### src/rtl/dmem_pkg.sv
// Shared types and the address-legality rule for the data-memory arbiter.
// Pure declarations: no latency and no flow control of its own.
package dmem_pkg;

  localparam logic [31:0] IO_ADDR_C = 32'h7FFF_FFFC;

  typedef enum logic {IDLE, SERVE} dmem_state_t;

  typedef logic req_id_t;

  // Word-aligned inside the byte array, or the memory-mapped IO word.
  function automatic logic is_legal(input logic [31:0] addr, input logic [31:0] mem_bytes);
    is_legal = ((addr[1:0] == 2'b00) && (addr <= mem_bytes - 32'd4)) || (addr == IO_ADDR_C);
  endfunction

endpackage

### src/rtl/rr_arbiter2.sv
// Two-way round-robin arbiter with a burst cap; sel/valid are combinational from req.
// State moves only on advance; a requester that is not selected simply keeps waiting.
module rr_arbiter2
  import dmem_pkg::*;
#(
  parameter int unsigned MAX_BURST = 4
) (
  input  logic       CLK,
  input  logic       nReset,
  input  logic [1:0] req,
  input  logic       advance,
  output req_id_t    sel,
  output logic       valid
);

  localparam logic [3:0] MAX_C = 4'(MAX_BURST);

  req_id_t    last_q, last_d;
  logic [3:0] burst_q, burst_d;

  always_comb begin
    valid   = |req;
    sel     = last_q;
    last_d  = last_q;
    burst_d = burst_q;

    // A zero count means no contended burst is running, so a tie goes to the other side.
    if (req == 2'b01) begin
      sel = 1'b0;
    end else if (req == 2'b10) begin
      sel = 1'b1;
    end else if (req == 2'b11) begin
      sel = ((burst_q != 4'd0) && (burst_q < MAX_C)) ? last_q : ~last_q;
    end

    if (advance && valid) begin
      last_d = sel;
      if (!req[~sel]) begin
        burst_d = 4'd0;
      end else if (sel == last_q) begin
        burst_d = burst_q + 4'd1;
      end else begin
        burst_d = 4'd1;
      end
    end
  end

  always_ff @(posedge CLK or negedge nReset) begin
    if (!nReset) begin
      last_q  <= 1'b1;
      burst_q <= 4'd0;
    end else begin
      last_q  <= last_d;
      burst_q <= burst_d;
    end
  end

endmodule

### src/rtl/dmem_arbiter.sv
// Shares the single-port data memory between the load/store unit and the debug loader.
// Latency: req in N, gnt in N+1, registered response in N+2; losers hold req until granted.
module dmem_arbiter
  import dmem_pkg::*;
#(
  parameter int unsigned MEM_BYTES = 1024,
  parameter logic [31:0] IO_ADDR   = IO_ADDR_C,
  parameter int unsigned MAX_BURST = 4
) (
  input  logic        CLK,
  input  logic        nReset,
  input  logic        req0,
  input  logic        req1,
  input  logic        we0,
  input  logic        we1,
  input  logic [31:0] A0,
  input  logic [31:0] A1,
  input  logic [31:0] WD0,
  input  logic [31:0] WD1,
  output logic        gnt0,
  output logic        gnt1,
  output logic        rvalid0,
  output logic        rvalid1,
  output logic [31:0] RDo,
  output logic        err,
  output logic [31:0] A,
  output logic [31:0] WD,
  output logic        WE,
  input  logic [31:0] RD
);

  dmem_state_t state_q, state_d;
  req_id_t     sel_q, sel_d;
  req_id_t     arb_sel;
  logic        arb_valid;
  logic        advance;

  logic [1:0]  gnt;
  logic [1:0]  rvalid_q, rvalid_d;
  logic [31:0] rdo_q, rdo_d;
  logic        err_q, err_d;

  logic [31:0] a_sel, wd_sel;
  logic        we_sel, legal;

  assign advance = (state_q == IDLE);

  rr_arbiter2 #(
    .MAX_BURST (MAX_BURST)
  ) u_arb (
    .CLK     (CLK),
    .nReset  (nReset),
    .req     ({req1, req0}),
    .advance (advance),
    .sel     (arb_sel),
    .valid   (arb_valid)
  );

  assign a_sel  = sel_q ? A1  : A0;
  assign wd_sel = sel_q ? WD1 : WD0;
  assign we_sel = sel_q ? we1 : we0;
  assign legal  = is_legal(a_sel, 32'(MEM_BYTES)) || (a_sel == IO_ADDR);

  always_comb begin
    state_d  = state_q;
    sel_d    = sel_q;
    gnt      = 2'b00;
    A        = 32'd0;
    WD       = 32'd0;
    WE       = 1'b0;
    rvalid_d = 2'b00;
    rdo_d    = 32'd0;
    err_d    = 1'b0;

    unique case (state_q)
      IDLE: begin
        if (arb_valid) begin
          sel_d   = arb_sel;
          state_d = SERVE;
        end
      end
      SERVE: begin
        // WE is purely combinational from state so an async reset aborts the write at once.
        gnt[sel_q]      = 1'b1;
        A               = a_sel;
        WD              = wd_sel;
        WE              = we_sel & legal;
        rvalid_d[sel_q] = 1'b1;
        rdo_d           = (legal && !we_sel) ? RD : 32'd0;
        err_d           = !legal;
        state_d         = IDLE;
      end
      default: state_d = IDLE;
    endcase
  end

  always_ff @(posedge CLK or negedge nReset) begin
    if (!nReset) begin
      state_q  <= IDLE;
      sel_q    <= 1'b0;
      rvalid_q <= 2'b00;
      rdo_q    <= 32'd0;
      err_q    <= 1'b0;
    end else begin
      state_q  <= state_d;
      sel_q    <= sel_d;
      rvalid_q <= rvalid_d;
      rdo_q    <= rdo_d;
      err_q    <= err_d;
    end
  end

  assign gnt0    = gnt[0];
  assign gnt1    = gnt[1];
  assign rvalid0 = rvalid_q[0];
  assign rvalid1 = rvalid_q[1];
  assign RDo     = rdo_q;
  assign err     = err_q;

endmodule

### config.mk
export PLATFORM = sky130hd
export DESIGN_NAME = dmem_arbiter
export DESIGN_NICKNAME = d
export VERILOG_FILES = /design/src/rtl/dmem_pkg.sv /design/src/rtl/rr_arbiter2.sv /design/src/rtl/dmem_arbiter.sv
export SDC_FILE = /design/constraint.sdc
export NUM_CORES = 1
export LEC_CHECK = 0
export CAP_MARGIN = 20
export CORE_AREA = 2 2 105 107
export DETAILED_ROUTE_END_ITERATION = 7
export DIE_AREA = 0 0 107 109
export HOLD_SLACK_MARGIN = 0.1
export PLACE_DENSITY = 0.82
export SYNTH_ARGS = -nofsm -noshare
export SYNTH_HDL_FRONTEND = slang
export SYNTH_SLANG_ARGS = --single-unit
### constraint.sdc
create_clock -name CLK -period 2.8 [get_ports CLK]
set_clock_uncertainty 0.15 [all_clocks]
set_input_delay 0.42 -clock CLK [delete_from_list [all_inputs] [get_ports CLK]]
set_output_delay 0.42 -clock CLK [all_outputs]
set_load 0.1 [all_outputs]
---- After elaboration in Yosys (flattened, before gate mapping) ----
Cells that the tools add are included.
storage, ports and cells
  logic and storage cells ................. 57
  bits in registers ....................... 42
  input bits .............................. 166
cells by class
  bitwise operators ....................... 4
  magnitude comparators ................... 5
  reduce and logical (&&, ||, !) cells .... 13
  eq/ne operators ......................... 5
  mux-type cells .......................... 22
  add/sub/neg operators ................... 1
operators with widths
  kind                                                                           count
  32-bit two-way mux                                                             6
  32-bit by 31-bit == test with 1-bit output (second input constant)             1
  32-bit by 10-bit <= comparator with 1-bit output (second input constant)       1
  1-bit two-way mux                                                              11
  4-bit two-way mux                                                              2
  1-bit logical AND                                                              5
  4-bit by 1-bit adder with 4-bit output (second input constant)                 1
  2-bit == test (second input constant)                                          2
  1-bit by 2-bit less-than comparator with 1-bit output (second input constant)  2
  4-bit by 3-bit less-than comparator with 1-bit output (second input constant)  1
  4-bit nonzero test                                                             1
  1-bit NOT                                                                      3
  2-bit by 1-bit == test with 1-bit output (second input constant)               1
  1-bit zero test                                                                2
  2-bit zero test                                                                1
  1-bit logical OR                                                               2
  2-bit two-way mux                                                              1
  1-bit case mux with 2 select lines                                             1
  2-bit AND reduction                                                            1
  2-bit OR reduction                                                             1
  1-bit bitwise AND                                                              1
  1-bit demux with 1-bit select                                                  1
  1-bit == test                                                                  1
  1-bit >= comparator (second input constant)                                    1

---- Longest topological paths before layout ----
Gate-level depths: netlist of run 1.
  depth after elaboration ................. 10
  mapped depth ............................ 9
  mapped depth without buffers ............ 6

---- Hierarchy ----
A second synthesis of run 1 with hierarchy kept.
unflattened totals
  cell total of the unflattened synthesis .. 355
  area, all modules ....................... 3200.6 um^2
by module, submodules not included
  module        times used  area each (um^2)  cells an instance  sequential area each (um^2)
  dmem_arbiter  1           2909.0            328                925.9
  rr_arbiter2   1           291.5             27                 126.4

---- Least setup slack after synthesis of run 1 ----
OpenSTA, ideal clock, no wires.
  path kind ............................... register to output
  start point ............................. register sel_q
  end point ............................... output port WE
  slack ................................... -1.416 ns
  data arrival time ....................... 3.646 ns
  cell stages (with the launch flop) ...... 8
  required time ........................... 2.230 ns
  path through ............................ dfrtp_1 > buf_6 > buf_12 > o21ai_2 > o2111ai_1 > or3_1 > buf_6 > a211oi_1
between the ends
  cells in the longest elaborated chain, start to end .. 7
  elaborated cells between the ends (all ways) .. 10
  those cells by class .................... order compare (1); eq/ne (1); mux (3); bitwise (1); reduce/logical (4)
ends and longest elaborated chain
  element                                                                                     RTL line             RTL
  from (decl)                                                                                 dmem_arbiter.sv:33   req_id_t sel_q, sel_d;
  from (signal assigned)                                                                      dmem_arbiter.sv:106  sel_q <= sel_d;
  32-bit two-way mux                                                                          dmem_arbiter.sv:59   assign a_sel = sel_q ? A1 : A0;
  32-bit by 10-bit <= comparator with 1-bit output / 2-bit zero test (equally long branches)  dmem_pkg.sv:13       is_legal = ((addr[1:0] == 2'b00) && (addr <= mem_bytes - 32'd4)) || (addr == IO_ADDR_C);
  1-bit logical AND                                                                           dmem_pkg.sv:13
  1-bit logical OR                                                                            dmem_pkg.sv:13
  1-bit logical OR                                                                            dmem_arbiter.sv:62   assign legal = is_legal(a_sel, 32'(MEM_BYTES)) || (a_sel == IO_ADDR);
  1-bit bitwise AND (*)                                                                       dmem_arbiter.sv:87   WE = we_sel & legal;
  1-bit two-way mux (*)                                                                       dmem_arbiter.sv:75   unique case (state_q)
  to (decl)                                                                                   dmem_arbiter.sv:28   output logic WE,
Every way passes the cells marked *; elsewhere a longest branch is shown, timed or not.

---- Final worst setup path of run 1 ----
  start point ............................. input port A1[31]
  end point ............................... output port WE
between the ends
  cells in the longest elaborated chain, start to end .. 7
  elaborated cells between the ends (all ways) .. 8
  those cells by class .................... order compare (1); eq/ne (1); mux (2); bitwise (1); reduce/logical (3)
ends and longest elaborated chain
  element                                           RTL line            RTL
  from (decl)                                       dmem_arbiter.sv:17  input logic [31:0] A1,
  32-bit two-way mux (*)                            dmem_arbiter.sv:59
  32-bit by 10-bit <= comparator with 1-bit output  dmem_pkg.sv:13
  1-bit logical AND                                 dmem_pkg.sv:13
  1-bit logical OR                                  dmem_pkg.sv:13
  1-bit logical OR (*)                              dmem_arbiter.sv:62
  1-bit bitwise AND (*)                             dmem_arbiter.sv:87
  1-bit two-way mux (*)                             dmem_arbiter.sv:75
Marked as above.

==> summary.txt, run 1 <==
Critical path
  • Crit path max fanout: 2
  • Bufs and invs on worst path: 2
  • Max stage delay on crit path: 420 ps
  • Crit-path cells: clkdlybuf4s50_1 > nand4b_1 > o21ai_1 > o2111ai_2 > or3_4 > a211oi_4 > buf_12
  • R2R Setup Slk: 220 ps
  • Setup crit start: A1[31]
  • Critical path class: in -> out
  • Reg-to-Reg Start: sel_q
  • Reg2Reg Depth: 8
  • CP top delay family: compound AO/OA/AOI/OAI gates
  • Crit path arrival time: 2410 ps
  • Crit. End Element: output port
  • Startpoint types: input pin
  • Worst path depth: 7
  • CP max stage cell: clkdlybuf4s50_1
  • FF-to-FF End: RDo[1]
  • CP required: 2230 ps

Clock network
  • Clock Sinks: 42
  • CTS tree: done
  • Clock tree buffer depth: 2
  • H-tree levels: 2
  • CTS clk-pin slew, worst paths: 80 ps
  • Clk_lat worst skew: 280 ps
  • Total CTS buffers: 5
  • Hold buffer count at cts: 0
  • Root buffer cell: clkbuf_8

Drt
  • WL final: 15000 um
  • Via/cell ratio: 4.97
  • WL met3: 1110 um
  • DR WL/cell: 18.7 um
  • Via count: 3977
  • Post-route DRC: 0
  • 1st-pass router iterations: 4
  • Antenna Nets Post-Route: 0
  • Initial DRC count: 202
  • WL met1: 5100 um
  • Top sig layer: met4
  • Met2 wire len: 8370 um

Layout
  • Nets@finish: 828
  • Area Growth Syn to Fin: 130%
  • Inserted Diodes: 0
  • Ratio of cells with drive above 1 in the final layout: 0.422
  • Fin area: 0.00734 sq mm
  • Final core occ: 0.693

Floorplanning
  • I/O pins: 268
  • Die X: 107 um
  • Core ar.: 0.0106 sq mm
  • Die ar.: 0.0117 sq mm
  • Die H: 109 um
  • Initial core utilization: 0.301
  • # rows: 38

Timing
  • RSZ-0062 raised after global routing: true
  • Fin worst setup slack: -178 ps
  • Max-slew violations: 0
  • Final Cycle Share: 1.06
  • F_max: 336 MHz
  • Final hold viol count: 0
  • Worst slew pin tran: 918 ps
  • Slew headroom: 0.388
  • Fin crit period: 2980 ps
  • Hold_ws: 117 ps
  • Setup-failing EPs final: 1

Synthesis
  • Synth area leaders: dfrtp_1, mux2i_1, a211oi_2
  • Yosys top cell area share: 0.321
  • Yosys warning total: 0
  • Avg Cell Area, Syn: 8.94 sq um
  • Sequential-to-total area share from yosys stat: 0.330
  • Synth unique cells: 39
  • Mapped cell area: 0.00319 sq mm
  • Seq cells post-synth: 42
  • Mapped Cells: 357
  • Area leader, netlist: dfrtp_1
  • Synth Net Count: 525

Pwr
  • Switching Share: 0.508
  • Net switching power: 2.24 mW
  • Clock power share: 0.106
  • Total Power: 4.42 mW
  • Int Power: 2.17 mW
  • Leakage power: 3.21 nW
  • Cell Pwr Density: 601 mW/mm^2
  • Max rail drop VDD: 0.455 mV
  • Sequential share of power: 0.151
  • Comb pwr share: 0.743

Job
  • Max cap viols: 0

Run status
  • Outcome: complete, but fails checks
  • Failing checks: setup timing

Worst hold path
  • Hold Crit Class: in -> async

Global route
  • Initial antenna violation count: 0
  • First-pass GRT wire length: 22700 um
  • Vias in the first global route: 4345
  • GRT Util Overall: 0.249
  • Final global-route overflow total: 0
  • Largest net degree at the start of global routing: 43

Placed design
  • IO buf count: 267
  • Pre-CTS WS: -345 ps
  • Placed inst area: 0.00700 sq mm
  • Routability cong.: 0.969
  • HPWL Detailed: 11900 um
==> cells in the mapped netlist, drive strengths merged <==
master	instances
and2	2
buf	19
or4b	1
dfrtp	41
o22ai	2
nand3b	1
o21bai	1
o31ai	1
nand2	44
nor2	72
nand2b	6
or4	1
nand4b	2
or3	1
o211a	1
dfstp	1
o21ai	6
mux2i	60
nand3	14
a211oi	34
nand4	4
nor3	4
o2111ai	2
o32ai	2
nor4	8
ha	2
a21oi	9
clkbuf	10
inv	5
xnor2	1
==> registers in the layout (all words and copies together), names as in the netlist <==
name	count
RDo	32
rvalid_q	2
u_arb.burst_q	4
state_q	1
sel_q	1
err	1
u_arb.last_q	1
==> layout by cell type (no fill, tap or decap), drive strengths merged <==
cell type	Yosys	layout
dfstp	1	1
bufinv	0	1
a211oi	34	34
dlymetal6s2s	0	12
nand4	4	4
inv	5	4
or3	1	1
o211a	1	1
dfrtp	41	41
nor2	72	72
dlygate4sd2	0	5
xnor2	1	1
nor3	4	4
clkinv	0	1
o32ai	2	2
o22ai	2	2
nand3b	1	1
or4	1	1
o21bai	1	1
nand2b	6	6
buf	19	160
bufbuf	0	1
clkbuf	10	7
nor4	8	8
mux2i	60	60
clkdlybuf4s50	0	147
nand3	14	14
or4b	1	1
o21ai	6	6
o2111ai	2	2
nand4b	2	2
ha	2	2
a21oi	9	9
nand2	44	44
o31ai	1	1
and2	2	2
==> how the worst max path moves through the flow <==
stage / endpoint / slack (ps)
detailed placement: WE / -340
finish: WE / -180
floorplan: WE / -110
global placement: WE / -330
global route: WE / -230
CTS: WE / -110
==> power by group through the flow <==
| stage | Sequential, mW | Clock [mW] | Combinational (mW) |
|---|---|---|---|
| after floorplan | 0.721 | 0 | 1.89 |
| after global placement | 0.682 | 0 | 3.12 |
| after detailed placement | 0.684 | 0 | 3.16 |
| after CTS | 0.668 | 0.477 | 3.27 |
| after global routing | 0.673 | 0.512 | 3.39 |
| final | 0.668 | 0.467 | 3.28 |
==> kinds of logic after synthesis <==
kind of cell	count (synthesis)	share of synthesized area
flops	42	0.330
simple gates	160	0.228
mux	60	0.188
xor+xnor	1	0.00274
fa+ha+maj	2	0.00784
buf+inv	34	0.0678
compound gates	58	0.176
==> what timing repair did <==
action / 4_1_cts / 5_1_grt
pin swaps: 10 / 9
hold endpoints to repair: 0 / 0
endpoints found under the setup margin: 5 / 1
cloned: 1 / 0
buffers inserted: 8 / 1
gates resized for setup: 12 / 22
==> through the flow <==
stage | setup TNS (ps) | instances
after detailed placement | -3080 | 784
after floorplan | -111 | 357
after CTS | -113 | 800
after global placement | -2300 | 784
after global routing | -233 | 801
final | -178 | 801
==> routing by layer <==
metal,vias up,global-route usage
li1,1863,-
met1,1906,0.263
met2,183,0.491
met3,25,0.0634
met4,0,0.0575
met5,-,0
==> final cells by class <==
type | count | area, sq um
clock inverters | 1 | 30.0
multi-input cells | 281 | 2210
flip-flops and latches | 42 | 1060
well taps | 140 | 175
clock buffers | 7 | 76.3
inverters | 5 | 20.0
repair buffers | 325 | 3770
fillers | 787 | 3260
Note: power is estimated with default switching activity, not from simulation.
==> run 2: changes to the inputs <==
- ABC_CLOCK_PERIOD_IN_PS: unset -> 2800
==> results of run 2 <==
Final layout, timing and power as in run 1 (identical DEF).
